$ cat config.mk
export PLATFORM = sky130hd
export DESIGN_NAME = bram_port_arbiter
export DESIGN_NICKNAME = d
export VERILOG_FILES = /design/src/rtl/bram_port_arbiter.sv
export SDC_FILE = /design/constraint.sdc
export NUM_CORES = 1
export LEC_CHECK = 0
export ABC_CLOCK_PERIOD_IN_PS = 2100
export BUFFER_PORTS_ARGS = -buffer_cell sky130_fd_sc_hd__buf_2
export CAP_MARGIN = 20
export CORE_AREA = 2 2 91 93
export CTS_CLUSTER_SIZE = 30
export DETAILED_ROUTE_END_ITERATION = 7
export DIE_AREA = 0 0 93 95
export MAX_ROUTING_LAYER = met4
export PLACE_DENSITY = 0.71
export SLEW_MARGIN = 5
export SYNTH_ARGS = -nofsm -noshare
export SYNTH_HDL_FRONTEND = slang
export SYNTH_SLANG_ARGS = --single-unit
$ cat constraint.sdc
create_clock -name clk -period 2.1 [get_ports clk]
set_clock_uncertainty 0.15 [all_clocks]
set_input_delay 0.315 -clock clk [delete_from_list [all_inputs] [get_ports clk]]
set_output_delay 0.315 -clock clk [all_outputs]
set_load 0.02 [all_outputs]
$ cat src/rtl/bram_port_arbiter.sv
// rtl/bram_port_arbiter.sv - zero-fill sequencer and round-robin two-port arbiter for a single-port block RAM
module bram_port_arbiter #(
    parameter int ADDR_WIDTH = 10,
    parameter int DATA_WIDTH = 32
) (
    input  logic                  clk,
    input  logic                  rst,
    input  logic                  clear,
    output logic                  init_done,
    input  logic                  req0_valid,
    output logic                  req0_ready,
    input  logic                  req0_we,
    input  logic [ADDR_WIDTH-1:0] req0_addr,
    input  logic [DATA_WIDTH-1:0] req0_wdata,
    input  logic                  req1_valid,
    output logic                  req1_ready,
    input  logic                  req1_we,
    input  logic [ADDR_WIDTH-1:0] req1_addr,
    input  logic [DATA_WIDTH-1:0] req1_wdata,
    output logic                  rsp0_valid,
    output logic [DATA_WIDTH-1:0] rsp0_rdata,
    output logic                  rsp1_valid,
    output logic [DATA_WIDTH-1:0] rsp1_rdata,
    output logic                  bram_we,
    output logic [ADDR_WIDTH-1:0] bram_addr,
    output logic [DATA_WIDTH-1:0] bram_wdata,
    input  logic [DATA_WIDTH-1:0] bram_rdata
);

    localparam logic [0:0] ST_INIT = 1'b0;
    localparam logic [0:0] ST_RUN  = 1'b1;

    logic [0:0]            state;
    logic [ADDR_WIDTH-1:0] fill_cnt;
    logic                  last_grant;
    logic                  rsp0_pend;
    logic                  rsp1_pend;
    logic                  running;
    logic                  grant0;
    logic                  grant1;

    // Grant decision: single requester wins outright, contention goes to the one not served last; a clear cycle grants nothing
    always_comb begin
        running = (state == ST_RUN);
        grant0  = running && !clear && req0_valid && (!req1_valid || last_grant);
        grant1  = running && !clear && req1_valid && (!req0_valid || !last_grant);
    end

    assign req0_ready = grant0;
    assign req1_ready = grant1;
    assign init_done  = running;

    // RAM port mux: fill writes during INIT (suppressed while reset is held), otherwise the granted request
    always_comb begin
        bram_we    = 1'b0;
        bram_addr  = req0_addr;
        bram_wdata = req0_wdata;
        if (state == ST_INIT) begin
            bram_we    = !rst;
            bram_addr  = fill_cnt;
            bram_wdata = '0;
        end else if (grant1) begin
            bram_we    = req1_we;
            bram_addr  = req1_addr;
            bram_wdata = req1_wdata;
        end else if (grant0) begin
            bram_we    = req0_we;
        end
    end

    // Sequencer: walk the fill counter to the last address then run; clear restarts the fill
    always_ff @(posedge clk or posedge rst) begin
        if (rst) begin
            state      <= ST_INIT;
            fill_cnt   <= '0;
            last_grant <= 1'b1;
        end else begin
            case (state)
                ST_INIT: begin
                    fill_cnt <= fill_cnt + 1'b1;
                    if (&fill_cnt) begin
                        state <= ST_RUN;
                    end
                end
                default: begin
                    if (clear) begin
                        state    <= ST_INIT;
                        fill_cnt <= '0;
                    end else if (grant0) begin
                        last_grant <= 1'b0;
                    end else if (grant1) begin
                        last_grant <= 1'b1;
                    end
                end
            endcase
        end
    end

    // Response tracking: the RAM returns data one cycle after the access, so flag which port owns that slot
    always_ff @(posedge clk or posedge rst) begin
        if (rst) begin
            rsp0_pend <= 1'b0;
            rsp1_pend <= 1'b0;
        end else begin
            rsp0_pend <= grant0;
            rsp1_pend <= grant1;
        end
    end

    assign rsp0_valid = rsp0_pend;
    assign rsp1_valid = rsp1_pend;
    assign rsp0_rdata = bram_rdata;
    assign rsp1_rdata = bram_rdata;

endmodule
==> results by group <==
Run status
  • Run status: finished, violations left
  • Violated checks: hold timing, setup timing

Power and ir drop
  • Static leakage: 0.00126 µW
  • Fraction of power consumed by the clock network: 0.203
  • Power spent charging and discharging nets: 500 µW
  • Peak supply drop: 0.000169 V
  • Switching Share: 0.377
  • Share of total power in sequential cells: 0.326
  • Logic gate share of total power: 0.472
  • Pint: 827 µW
  • Power density over cell area: 500 nW/µm²

GRT
  • First-pass GRT wire length: 9680 µm
  • Vias in the first global route: 1959
  • Pin count of the biggest net entering global routing: 58
  • GRT overflow: 0
  • Antenna violations before repair: 0
  • Total routing resource utilization after global routing: 0.142

Clock tree
  • Number of buffers inserted during clock tree synthesis: 3
  • H-tree levels: 1
  • Maximum clock path buffer count: 2
  • Post-CTS Hold Buffers: 0
  • Clock slew seen by the registers of the worst setup and hold paths: 0.06 ns
  • CTS Root Cell: sky130_fd_sc_hd__clkbuf_8
  • Clock latency of the later-clocked register in the worst-skew pair: 0.25 ns
  • TritonCTS sink count: 14
  • TritonCTS clock tree: built

Job
  • Max Cap Violations: 0

STA
  • Relative slew slack: 0.601
  • Hold_ws: -0.00101 ns
  • Shortest period the worst path allows: 2.13 ns
  • RSZ-0062 raised after global routing: true
  • Final WS setup: -0.0311 ns
  • Max Freq: 0.469 GHz
  • Part of the cycle the worst path needs: 1.01
  • Actual transition at the worst max-transition pin: 0.598 ns
  • Final setup violation count: 6
  • Final number of hold-violating endpoints: 5
  • Final Max Tran Viols: 0

Routing
  • DR top layer: met4
  • First DRT Iteration DRCs: 59
  • Final wirelength: 6670 µm
  • First drt pass iteration count: 4
  • Via density per instance: 4.79
  • Met1 routed wirelength after detailed routing: 2610 µm
  • Remaining antenna violation count after routing: 0
  • Routed wirelength normalized by instance count: 14.7 µm
  • Residual DRC: 0
  • Wire length on met2: 3270 µm
  • Via count: 2178
  • Detailed route wirelength on metal3: 596 µm

Worst setup path
  • WP data required: 1.63 ns
  • Stage delay of the slowest cell on the critical path: 0.55 ns
  • Slowest CP cell: sky130_fd_sc_hd__dfstp_2
  • Series of cell instances along the critical path: a21boi_4, and2_4, buf_12, a221o_1, buf_6
  • Worst Path Class, Setup: flip-flop to primary output
  • Critical path's top delay family: flip-flops
  • R2R Setup Slk: 0.45 ns
  • Data arrival, critical path: 1.67 ns
  • Critical Path Fanout Max: 10
  • Buf/Inv on CP: 2
  • CP startpoint kind: flip-flop
  • Worst setup EP type: primary output

Placement
  • Detailed Place HPWL: 4940 µm
  • Final Wtd Congestion: 0.805
  • Number of I/O port buffers: 138
  • Placed cell count: 444
  • Placed cell area: 2220 µm²

Cells and area
  • Leading cell types in the layout, fill and taps excluded: 111 x sky130_fd_sc_hd__buf_2, 45 x sky130_fd_sc_hd__nand2_1, 37 x sky130_fd_sc_hd__nand3_1, 24 x sky130_fd_sc_hd__buf_6
  • # nets final: 474
  • P&R area growth vs syn: 41.1%
  • Most common cell after layout, fill and taps aside: sky130_fd_sc_hd__buf_2
  • Final instance count without filler cells: 455
  • Fraction of layout instances using a drive strength above 1: 0.516
  • Post-Layout Inst Area: 2650 µm²

Logic synthesis
  • Synthesized area per cell: 6.79 µm²
  • Top cell type's share of synthesized area: 0.255
  • Seq/Total Area, Yosys: 0.187
  • Top cells by area, synth: sky130_fd_sc_hd__buf_4 26%, sky130_fd_sc_hd__dfrtp_1 17%, sky130_fd_sc_hd__o21ai_0 10%
  • Yosys warns: 0
  • Synth Register Bits: 14
  • Synthesized Nets: 401
  • Area leader, netlist: sky130_fd_sc_hd__buf_4
  • Syn Inst Count: 277
  • Post-synthesis cell type count: 34
  • Netlist area before placement: 1880 µm²

Floorplanning
  • Die outline width: 93 µm
  • Count of standard-cell rows: 33
  • DIE HEIGHT: 95 µm
  • # IOs: 235
  • Starting utilization of the core area: 0.237
  • Std-Cell Core Area: 7930 µm²
  • Die area: 8840 µm²

Hold path
  • Classification of the worst-slack hold path: input port to async pin
layout make-up:
class,instances,area [µm²]
fill,857,5280
multi-input combinational,170,1060
timing repair buffer,152,1020
sequential,14,353
tap,105,131
clock buffer,4,55.1
inverter,9,33.8
antenna,1,2.50
cells in the mapped netlist, drive strengths merged:
cell type,count
a211oi,2
a21boi,1
a21o,1
a21oi,2
a221o,7
a221oi,1
a31o,1
a31oi,1
and2,1
and3,2
buf,73
clkbuf,11
dfrtp,13
dfstp,1
ha,1
inv,9
mux2i,2
nand2,45
nand2b,2
nand3,37
nand4,2
nor2,5
nor2b,6
nor3,1
nor4b,1
o211ai,3
o21ai,39
o221ai,2
o2bb2ai,1
or4,3
xnor2,1
layer usage:
layer	GRT usage	vias up
met3	0.0231	27
met5	-	-
met4	0.0674	0
li1	-	1034
met2	0.235	132
met1	0.168	985
worst reg2reg max path, stage by stage, from the launching register on:
cell	delay, ns
sky130_fd_sc_hd__dfrtp_1	0.48
sky130_fd_sc_hd__ha_1	0.27
sky130_fd_sc_hd__inv_1	0.07
sky130_fd_sc_hd__or4_1	0.50
sky130_fd_sc_hd__o211ai_1	0.10
kinds of logic after synthesis:
group           Yosys count  synth area share
fa+ha+maj                 1           0.00665
mux                       2            0.0106
simple gates            105             0.262
buf+inv                  93             0.328
compound gates           61             0.201
xor+xnor                  1           0.00466
flops                    14             0.187
final timing paths:
path                        startpoint            to  depth (start not counted)
hold reg to reg            fill_cnt[8]   fill_cnt[8]                          1
hold / removal                     rst   fill_cnt[8]                          2
min in group clk            req1_valid    last_grant                          3
setup / recovery            last_grant  bram_addr[5]                          5
max in group asynchronous          rst     init_done                          2
setup reg to reg           fill_cnt[1]   fill_cnt[6]                          4
metrics by stage:
| stage | total power, µW | TNS [ns] | hold WS [ns] | utilization | setup slack [ns] |
|---|---|---|---|---|---|
| after floorplan | 936 | -0.164 | 0.0535 | - | -0.0546 |
| after global placement | 966 | 0 | 0.288 | 0.280 | 0.0240 |
| after CTS | 1330 | -0.222 | 0.0182 | 0.309 | -0.0368 |
| final | 1330 | -0.121 | -0.00101 | 0.335 | -0.0311 |
| after global routing | 1430 | -1.23 | 0.0466 | 0.334 | -0.0798 |
| after detailed placement | 982 | 0 | 0.291 | 0.280 | 0.00610 |
timing repair:
item | 4_1_cts | 5_1_grt
cloned | 1 | 0
resized for setup | 30 | 48
buffers inserted | 4 | 1
pin swaps | 7 | 3
endpoints found under the setup margin | 12 | 38
power groups by stage:
stage,Clock (µW),Sequential [µW],Combinational (µW)
after detailed placement,0,437,546
after global routing,290,448,688
after global placement,0,429,537
after floorplan,0,410,525
after CTS,281,430,619
final,269,432,626
flip-flops by register name, summed over array words and instances (netlist names):
register    count
fill_cnt       10
init_done       1
last_grant      1
rsp0_valid      1
rsp1_valid      1
(Power assumes the default switching activity.)
